<file path="config.mk">
export PLATFORM = sky130hd
export DESIGN_NAME = de_skid_stage
export DESIGN_NICKNAME = d
export VERILOG_FILES = /design/src/rtl/de_pkg.sv /design/src/rtl/skid_slot.sv /design/src/rtl/de_skid_stage.sv
export SDC_FILE = /design/constraint.sdc
export NUM_CORES = 1
export LEC_CHECK = 0
export ABC_CLOCK_PERIOD_IN_PS = 7800
export CAP_MARGIN = 20
export CORE_AREA = 8 8 306 308
export CTS_BUF_LIST = sky130_fd_sc_hd__clkbuf_8
export CTS_CLUSTER_DIAMETER = 120
export CTS_CLUSTER_SIZE = 16
export DETAILED_ROUTE_END_ITERATION = 10
export DIE_AREA = 0 0 314 316
export PLACE_DENSITY = 0.71
export REMOVE_ABC_BUFFERS = 1
export SETUP_SLACK_MARGIN = 0.15
export SLEW_MARGIN = 20
export SYNTH_ARGS = -nofsm -noshare
export SYNTH_HDL_FRONTEND = slang
export SYNTH_HIERARCHICAL = 1
export SYNTH_SLANG_ARGS = --single-unit
</file>
<file path="constraint.sdc">
create_clock -name clk -period 7.8 [get_ports clk]
set_input_delay 1.95 -clock clk [delete_from_list [all_inputs] [get_ports clk]]
set_output_delay 1.95 -clock clk [all_outputs]
set_load 0.005 [all_outputs]
</file>
<file path="src/rtl/de_pkg.sv">
`default_nettype none
// ============================================================================
// Module      : de_pkg
// Description : Shared types and constants for the decode-to-execute stage.
//               Defines the control bundle, opcode width, control bit
//               positions, the default-configuration payload struct and
//               width helpers for the flattened payload.
// Revision    : 1.0 - initial release
// ============================================================================
package de_pkg;

  localparam int CTRL_W   = 5;
  localparam int OPCODE_W = 5;

  // Bit positions inside ctrl_D / ctrl_E ({regw, memw, regmem, ALUope, branch})
  localparam int CTRL_BRANCH_BIT = 0;
  localparam int CTRL_ALUOPE_BIT = 1;
  localparam int CTRL_REGMEM_BIT = 2;
  localparam int CTRL_MEMW_BIT   = 3;
  localparam int CTRL_REGW_BIT   = 4;

  typedef struct packed {
    logic regw;
    logic memw;
    logic regmem;
    logic ALUope;
    logic branch;
  } ctrl_t;

  // Default configuration of the stage
  localparam int DEF_N     = 32;
  localparam int DEF_LANES = 4;
  localparam int DEF_M     = 4;
  localparam int DEF_L     = 3;
  localparam int DEF_V     = DEF_N * DEF_LANES;

  // Payload layout, most significant field first. The stage packs its
  // flattened payload vector in exactly this order, so the gated fields
  // (ctrl, op_code, alu_ctrl) occupy the least significant bits.
  typedef struct packed {
    logic [DEF_V-1:0]    reg_vb;
    logic [DEF_V-1:0]    reg_va;
    logic [DEF_N-1:0]    inm;
    logic [DEF_N-1:0]    reg_b;
    logic [DEF_N-1:0]    reg_a;
    logic [DEF_M-1:0]    reg_bd;
    logic [DEF_M-1:0]    reg_ad;
    logic [DEF_M-1:0]    reg_scr;
    logic [DEF_L-1:0]    alu_ctrl;
    logic [OPCODE_W-1:0] op_code;
    ctrl_t               ctrl;
  } payload_t;

  function automatic int payload_width(input int n, input int lanes,
                                       input int m, input int l);
    return 2 * lanes * n + 3 * n + 3 * m + l + OPCODE_W + CTRL_W;
  endfunction

  // Width of the low-order fields that are zeroed on flush and gated on bubbles
  function automatic int gated_width(input int l);
    return CTRL_W + OPCODE_W + l;
  endfunction

endpackage
`default_nettype wire

</file>
<file path="src/rtl/skid_slot.sv">
`default_nettype none
// ============================================================================
// Module      : skid_slot
// Description : One payload register with load enable, partial clear and
//               asynchronous active-low reset.
//   clk   in  clock, rising edge
//   rst   in  asynchronous active-low reset, zeroes the whole slot
//   load  in  capture d (takes priority over clear)
//   clear in  zero the low CLR_W bits, the rest hold
//   d     in  W-bit payload
//   q     out W-bit stored payload
// Revision    : 1.0 - initial release
// ============================================================================
module skid_slot #(
  parameter int W     = 8,
  parameter int CLR_W = 1
) (
  input  logic         clk,
  input  logic         rst,
  input  logic         load,
  input  logic         clear,
  input  logic [W-1:0] d,
  output logic [W-1:0] q
);

  logic [W-1:0] r_q;

  always_ff @(posedge clk or negedge rst) begin
    if (!rst) begin
      r_q <= '0;
    end else if (load) begin
      r_q <= d;
    end else if (clear) begin
      r_q[CLR_W-1:0] <= '0;
    end
  end

  assign q = r_q;

endmodule
`default_nettype wire

</file>
<file path="src/rtl/de_skid_stage.sv">
`default_nettype none
// ============================================================================
// Module      : de_skid_stage
// Description : Decode-to-execute pipeline stage with valid/ready handshake,
//               2-entry skid buffer (main + skid), flush, bubble gating of
//               the control fields and saturating stall/flush counters.
//   clk, rst               clock / asynchronous active-low reset
//   flush_E                synchronous flush of all held entries
//   in_valid / in_ready    decoder-side handshake (in_ready = ~skid valid)
//   *_D                    decoded payload inputs
//   out_valid / out_ready  execute-side handshake
//   *_E                    registered payload outputs (main slot)
//   stall_cnt              cycles with out_valid & ~out_ready
//   flush_cnt              valid entries discarded by flush
// Revision    : 1.0 - initial release
// ============================================================================
module de_skid_stage
  import de_pkg::*;
#(
  parameter int N     = 32,
  parameter int LANES = 4,
  parameter int M     = 4,
  parameter int L     = 3,
  parameter int CW    = 16
) (
  input  logic                 clk,
  input  logic                 rst,
  input  logic                 flush_E,
  input  logic                 in_valid,
  output logic                 in_ready,
  input  logic [CTRL_W-1:0]    ctrl_D,
  input  logic [OPCODE_W-1:0]  op_code_D,
  input  logic [L-1:0]         ALUctrl_D,
  input  logic [M-1:0]         regScr_D,
  input  logic [M-1:0]         regAD,
  input  logic [M-1:0]         regBD,
  input  logic [N-1:0]         regA_D,
  input  logic [N-1:0]         regB_D,
  input  logic [N-1:0]         inm_D,
  input  logic [LANES*N-1:0]   regVA_D,
  input  logic [LANES*N-1:0]   regVB_D,
  output logic                 out_valid,
  input  logic                 out_ready,
  output logic [CTRL_W-1:0]    ctrl_E,
  output logic [OPCODE_W-1:0]  op_code_E,
  output logic [L-1:0]         ALUctrl_E,
  output logic [M-1:0]         regScr_E,
  output logic [M-1:0]         regAE,
  output logic [M-1:0]         regBE,
  output logic [N-1:0]         regA_E,
  output logic [N-1:0]         regB_E,
  output logic [N-1:0]         inm_E,
  output logic [LANES*N-1:0]   regVA_E,
  output logic [LANES*N-1:0]   regVB_E,
  output logic [CW-1:0]        stall_cnt,
  output logic [CW-1:0]        flush_cnt
);

  localparam int c_pw = payload_width(N, LANES, M, L);
  localparam int c_gw = gated_width(L);

  logic            r_main_valid;
  logic            r_skid_valid;
  logic [CW-1:0]   r_stall_cnt;
  logic [CW-1:0]   r_flush_cnt;

  logic            w_accept;
  logic            w_retire;
  logic            w_main_load;
  logic            w_skid_load;
  logic            w_main_sel_skid;
  logic            w_main_valid_nxt;
  logic            w_skid_valid_nxt;
  logic [1:0]      w_flush_drop;
  logic [CW:0]     w_flush_sum;

  logic [c_pw-1:0] w_in_payload;
  logic [c_pw-1:0] w_main_d;
  logic [c_pw-1:0] w_main_q;
  logic [c_pw-1:0] w_skid_q;

  logic [CTRL_W-1:0]   w_ctrl_q;
  logic [OPCODE_W-1:0] w_op_code_q;
  logic [L-1:0]        w_alu_ctrl_q;

  assign in_ready  = ~r_skid_valid;
  assign out_valid = r_main_valid;

  assign w_accept = in_valid & ~r_skid_valid;
  assign w_retire = r_main_valid & out_ready;

  // Gated fields sit in the low bits so a partial clear can zero them.
  assign w_in_payload = {regVB_D, regVA_D, inm_D, regB_D, regA_D,
                         regBD, regAD, regScr_D, ALUctrl_D, op_code_D, ctrl_D};

  // Entry movement. Flush wins; otherwise the main slot is refilled from
  // the input when it is (or is becoming) empty, from the skid slot when
  // both are full and main retires, and the skid slot only catches an
  // accept that arrives while main is stalled.
  always_comb begin
    w_main_load      = 1'b0;
    w_skid_load      = 1'b0;
    w_main_sel_skid  = 1'b0;
    w_main_valid_nxt = r_main_valid;
    w_skid_valid_nxt = r_skid_valid;

    if (flush_E) begin
      w_main_valid_nxt = 1'b0;
      w_skid_valid_nxt = 1'b0;
    end else if (!r_main_valid || (w_retire && !r_skid_valid)) begin
      w_main_load      = w_accept;
      w_main_valid_nxt = w_accept;
    end else if (w_retire) begin
      w_main_load      = 1'b1;
      w_main_sel_skid  = 1'b1;
      w_main_valid_nxt = 1'b1;
      w_skid_valid_nxt = 1'b0;
    end else if (w_accept) begin
      w_skid_load      = 1'b1;
      w_skid_valid_nxt = 1'b1;
    end
  end

  assign w_main_d = w_main_sel_skid ? w_skid_q : w_in_payload;

  always_ff @(posedge clk or negedge rst) begin
    if (!rst) begin
      r_main_valid <= 1'b0;
      r_skid_valid <= 1'b0;
    end else begin
      r_main_valid <= w_main_valid_nxt;
      r_skid_valid <= w_skid_valid_nxt;
    end
  end

  skid_slot #(
    .W     (c_pw),
    .CLR_W (c_gw)
  ) u_main_slot (
    .clk   (clk),
    .rst   (rst),
    .load  (w_main_load),
    .clear (flush_E),
    .d     (w_main_d),
    .q     (w_main_q)
  );

  skid_slot #(
    .W     (c_pw),
    .CLR_W (c_gw)
  ) u_skid_slot (
    .clk   (clk),
    .rst   (rst),
    .load  (w_skid_load),
    .clear (flush_E),
    .d     (w_in_payload),
    .q     (w_skid_q)
  );

  assign {regVB_E, regVA_E, inm_E, regB_E, regA_E,
          regBE, regAE, regScr_E, w_alu_ctrl_q, w_op_code_q, w_ctrl_q} = w_main_q;

  // Bubble gating: execute never sees stale control on an empty slot.
  assign ctrl_E    = r_main_valid ? w_ctrl_q     : '0;
  assign op_code_E = r_main_valid ? w_op_code_q  : '0;
  assign ALUctrl_E = r_main_valid ? w_alu_ctrl_q : '0;

  // A main entry retiring in the flush cycle still reaches the consumer,
  // so it is not counted as discarded.
  assign w_flush_drop = flush_E ? ({1'b0, r_main_valid & ~w_retire} + {1'b0, r_skid_valid})
                                : 2'd0;
  assign w_flush_sum  = {1'b0, r_flush_cnt} + {{(CW-1){1'b0}}, w_flush_drop};

  always_ff @(posedge clk or negedge rst) begin
    if (!rst) begin
      r_stall_cnt <= '0;
      r_flush_cnt <= '0;
    end else begin
      if (r_main_valid && !out_ready && (r_stall_cnt != {CW{1'b1}})) begin
        r_stall_cnt <= r_stall_cnt + 1'b1;
      end
      if (w_flush_sum[CW]) begin
        r_flush_cnt <= {CW{1'b1}};
      end else begin
        r_flush_cnt <= w_flush_sum[CW-1:0];
      end
    end
  end

  assign stall_cnt = r_stall_cnt;
  assign flush_cnt = r_flush_cnt;

endmodule
`default_nettype wire
</file>
* Word level (Yosys, flattened, before mapping)
Cells that the tools add are included.
** Storage, ports and cells
- Logic and storage cells :: 55
- Output and inout port bits :: 411
- Input bits :: 382
- Register bits :: 788
** Cells by class
- Mux-type cells :: 25
- Add/subtract/negate cells :: 3
- Equality and inequality tests :: 2
- Bitwise gates (word level) :: 5
- Reductions and logical operators :: 12
** Operator list (count)
- $mux W377 :: 1
- $mux W13 :: 3
- $add A16 B2 Y17 :: 1
- $add A16 B1 Y16 const B :: 1
- $mux W1 :: 16
- $mux W16 :: 1
- $ne A16 B16 Y1 const B :: 1
- $mux W5 :: 2
- $reduce_bool A3 Y1 :: 2
- $reduce_bool A2 Y1 :: 2
- $and A1 B1 Y1 :: 3
- $logic_and A1 B1 Y1 :: 3
- $logic_not A1 Y1 :: 3
- $mux W3 :: 1
- $add A1 B1 Y2 :: 1
- $mux W2 :: 1
- $ne A2 B2 Y1 const B :: 1
- $not A1 Y1 :: 2
- $reduce_and A2 Y1 :: 1
- $logic_or A1 B1 Y1 :: 1

* Depth between registers and ports, before layout
- Depth after elaboration :: 7
- Gate-level depth with buffers :: 11
- Depth with buffers taken out :: 10

* Modules after synthesis
The synthesis kept the hierarchy.
** Modules (own cells, without submodules)
- skid_slot :: area each 14097.3 um^2, cells each 798, instances 2, sequential area each 9434.0 um^2
- de_skid_stage :: area each 6369.9 um^2, cells each 601, instances 1, sequential area each 850.8 um^2

* Worst setup path after synthesis
No wires, ideal clock.
- Path type :: input to register
- Start point :: in out_ready
- End point :: reg r_flush_cnt[14] (netlist: flush_cnt[14])
- Slack :: 3.563 ns
- Arrival :: 4.110 ns
- Path buffers :: 0
- Stages on the path :: 10
- Data required time :: 7.673 ns
- Path through :: nand2b_1 > inv_2 > ha_1 > and2_1 > ha_1 > inv_1 > fa_1 > nor4_4 > and3_1 > mux2_1
** On the way
- Cells in the longest elaborated chain, start to end :: 7
** RTL lines
- start, declared :: RTL line de_skid_stage.sv:43 : input logic out_ready,
- $and A1 B1 Y1 :: RTL line de_skid_stage.sv:90 : assign w_retire = r_main_valid & out_ready;
- $not A1 Y1 :: RTL line de_skid_stage.sv:170 : assign w_flush_drop = flush_E ? ({1'b0, r_main_valid & ~w_retire} + {1'b0, r_skid_valid})
- $and A1 B1 Y1 :: RTL line de_skid_stage.sv:170
- $add A1 B1 Y2 :: RTL line de_skid_stage.sv:170
- $mux W2 :: RTL line de_skid_stage.sv:170
- $add A16 B2 Y17 :: RTL line de_skid_stage.sv:172 : assign w_flush_sum = {1'b0, r_flush_cnt} + {{(CW-1){1'b0}}, w_flush_drop};
- $mux W16 :: RTL line de_skid_stage.sv:182 : if (w_flush_sum[CW]) begin
- end signal, assigned :: RTL line de_skid_stage.sv:183 : r_flush_cnt <= {CW{1'b1}};
- end signal, assigned :: RTL line de_skid_stage.sv:185 : r_flush_cnt <= w_flush_sum[CW-1:0];
- end, declared :: RTL line de_skid_stage.sv:65 : logic [CW-1:0] r_flush_cnt;
No other way between the ends.
A chain may end at the register's enable or synchronous reset.

* Worst setup path in the final report
- Start point :: in flush_E
- End point :: reg u_main_slot.r_q[185] (netlist: u_main_slot/q[185])
** On the way
- Cells in the longest elaborated chain, start to end :: 2
- Elaborated cells on any way between the ends :: 3
- Those cells by class :: mux (3)
** RTL lines
- start, declared :: RTL line de_skid_stage.sv:28 : input logic flush_E,
- $mux W1 :: RTL line de_skid_stage.sv:107 : if (flush_E) begin
- $mux W377 :: RTL line de_skid_stage.sv:124 : assign w_main_d = w_main_sel_skid ? w_skid_q : w_in_payload;
- net w_main_d[185] :: RTL line de_skid_stage.sv:78 : logic [c_pw-1:0] w_main_d;
- end signal, assigned :: RTL line skid_slot.sv:30 : r_q <= '0;
- end signal, assigned :: RTL line skid_slot.sv:32 : r_q <= d;
- end signal, assigned by index :: RTL line skid_slot.sv:34 : r_q[CLR_W-1:0] <= '0;
- end, declared :: RTL line skid_slot.sv:26 : logic [W-1:0] r_q;
The timed path passes the listed nets, and every way through them passes these cells.

==> flow_metrics.tcl <==
set metrics [dict create \
    rows 110 \
    yosysTopAreaCell "dfrtp_1" \
    placed_cells 4063 \
    hold_path_class "reg2reg" \
    syn_inst 2197 \
    die_x_microns 314 \
    skew_ns 0.0480 \
    finalSetupViolations 0 \
    ant_nets 0 \
    tightestPinTransition_ns 1.08 \
    finalSetupTns_ns 0 \
    final_max_slew_viol_count 0 \
    drt-pass1-iter-count 4 \
    avgRoutedWirePerCell_microns 22.3 \
    cts_tree "yes" \
    die_y_microns 316 \
    yosysSeqAreaShare_pct 57.0 \
    drc 0 \
    nFillCells 7531 \
    start_util_pct 38.8 \
    nets 3332 \
    crit_required_ns 8.36 \
    drt-total-wl_microns 92900 \
    clk_path_buf_depth 3 \
    max_cap_viol_count 0 \
    maxSlewHeadroom_pct 27.7 \
    portBuffers 792 \
    gp_congestion 0.827 \
    viasPerCell 5.03 \
    multi_input_area_sq_um 13700 \
    ys_warn_count 6 \
    cp_max_fo 148 \
    place_ws_ns 2.77 \
    drive_gt1_share_pct 29.9 \
    cp-end-kind "flop" \
    postCtsSetupBuffers 0 \
    cts_resized 0 \
    place_area_sq_um 43200 \
    critPathLaunchType "input port" \
    status "completed" \
    avgSynthCellArea_sq_um 15.7 \
    rsz0062_at_grt "no" \
    cts.sink_count 788 \
    fin_cells 4155 \
    finalHoldViolCount 0 \
    vias 20900 \
    antenna_found_initial 29 \
    grt_pass1_wl_microns 141000 \
    yosys-top-cells-area "dfrtp_1 57%, mux2_2 25%, mux2_1 11%" \
    final_area_sq_um 44000 \
    clk_pin_slew_ns 0.10 \
    detail_route.iter0.violations 1035 \
    grt_usage_pct 17.8 \
    period_needed_ns 4.44 \
    max_freq_mhz 225 \
    areaGrowthSynthToFinish_pct 27.4 \
    arrival_ns 4.99 \
    core-area_sq_um 89000 \
    postCtsHoldBufs 0 \
    synth_top_area_share_pct 57.0 \
    regArea_sq_um 19700 \
    syn_area_sq_um 34600 \
    cts_root_buffer "clkbuf_8" \
    irDropWorstVdd_mv 0.139 \
    powerDensity_nw_per_um2 229 \
    htreeDepth 2 \
    ys_types 41 \
    grt_max_degree 179 \
    overflow 0 \
    cts_buffers 56 \
    clk_latency_ns 0.69 \
    min_period_over_period_pct 56.9 \
    dieArea_sq_um 99200 \
    hpwl_microns 66300 \
    grt_pass1_vias 23000 \
    utilization_pct 49.5 \
    leakagePower_nw 18.2 \
    ys_seq_elements 788 \
    crit_type "in2reg" \
    ioPinCount 793 \
    fin_ws_ns 3.36 \
]
-- cells in the final DEF (no fill, tap or decap), types with 5 or more instances in the layout --
cell type | synthesis | routed
buf_12 | 0 | 8
nand2_1 | 23 | 23
dfrtp_1 | 788 | 788
nor2_1 | 7 | 7
clkbuf_8 | 0 | 57
buf_4 | 7 | 20
nand3_1 | 7 | 7
a22o_1 | 26 | 26
diode_2 | 0 | 33
and2_1 | 16 | 15
nor3_1 | 6 | 5
nand4_1 | 9 | 9
xor2_1 | 8 | 8
mux2_1 | 333 | 333
inv_1 | 6 | 6
xnor2_1 | 13 | 13
clkdlybuf4s50_1 | 0 | 791
mux2_2 | 777 | 777
-- sequential cells by signal, summed over array words and instances (netlist names) --
name,count
stall_cnt,16
out_valid,1
u_main_slot/q,377
r_skid_valid,1
flush_cnt,16
u_skid_slot/q,377
-- synthesized netlist by cell type --
cell type  instances
o21ai_0            4
o211ai_1           1
nor4_4             2
a211oi_1           1
nand2b_1           4
and3_1             4
nor4b_1            1
inv_2              1
nor2_2             1
nor3_1             6
clkbuf_1           1
nor4_1             3
mux2_2           777
nand4_1            9
buf_4              7
mux2_1           333
xor2_1             8
nor2b_1            1
nand4_4            2
nand2_1           23
xnor2_1           13
mux2_4             1
and2_1            16
nand3_1            7
nand4b_1           3
nor2_1             7
nor4_2             2
buf_6             75
nand4_2            1
buf_2             47
fa_1               1
a31oi_1            1
nor3b_1            2
a31o_2             1
and4_1             1
dfrtp_1          788
inv_1              6
a21oi_1            4
a22o_1            26
ha_1               4
nand3_2            2
-- through the flow --
step           hold slack (ns)  total power (W)
4_1_cts                  0.511           0.0102
5_1_grt                  0.519           0.0106
3_5_place_dp             0.477          0.00825
6_report                 0.507           0.0101
3_3_place_gp             0.475          0.00810
2_1_floorplan            0.455          0.00674
-- layout make-up --
| class | count | area share [%] |
|---|---|---|
| diodes | 33 | 0.187 |
| clock buffers | 57 | 1.78 |
| clock inverters | 2 | 0.0739 |
| inverters | 7 | 0.0596 |
| multi-input cells | 1272 | 31.1 |
| flip-flops and latches | 788 | 44.8 |
| well taps | 1176 | 3.34 |
| repair buffers | 820 | 18.7 |
-- power by group --
part           total [W]  switching, W  internal [W]
combinational    0.00257      0.000872       0.00170
clock            0.00195       0.00129      0.000664
sequential       0.00555      0.000516       0.00504
total             0.0101       0.00267       0.00740
-- kinds of logic (layout without fill, tap and decap cells) --
family,Yosys count,in the layout,synth area share [%]
flip-flops,788,788,57.0
adder cells (fa/ha/maj),5,5,0.203
multiplexers,1111,1111,36.2
AND/OR/NAND/NOR,97,97,1.78
other,0,33,0
XOR/XNOR,21,21,0.532
buffers and inverters,137,886,3.36
AO/OA/AOI/OAI,38,38,0.862
-- worst max-delay path: stages --
cell and delay [ns]:
clkdlybuf4s50_1 0.56, nand4b_1 0.83, buf_12 0.51, mux2_1 0.55
mux2_2 0.26
-- final timing paths --
kind	startpoint	to	slack (ns)	cells after the start
worst min-delay path	u_skid_slot/q[141]$_DFFE_PN0P_	u_skid_slot/q[141]$_DFFE_PN0P_	0.51	1
worst max-delay path	flush_E	u_main_slot/q[185]$_DFFE_PN0P_	3.36	5
min in group asynchronous	rst	u_skid_slot/q[187]$_DFFE_PN0P_	1.31	1
worst max register to register	out_valid$_DFFE_PN0P_	u_skid_slot/q[254]$_DFFE_PN0P_	4.56	5
worst min register to register	u_skid_slot/q[141]$_DFFE_PN0P_	u_skid_slot/q[141]$_DFFE_PN0P_	0.51	1
max in group asynchronous	rst	u_skid_slot/q[189]$_DFFE_PN0P_	5.01	2
-- per-layer routing --
layer	track usage (%)	wire (microns)	up-vias	share of wire (%)
met4	7.90	3440	2	3.7
li1	-	-	9366	-
met2	32.2	49300	554	53
met5	0	13	-	0.014
met1	19.3	33800	10800	36
met3	5.10	6250	156	6.7
Note: power is estimated with default switching activity, not from simulation.
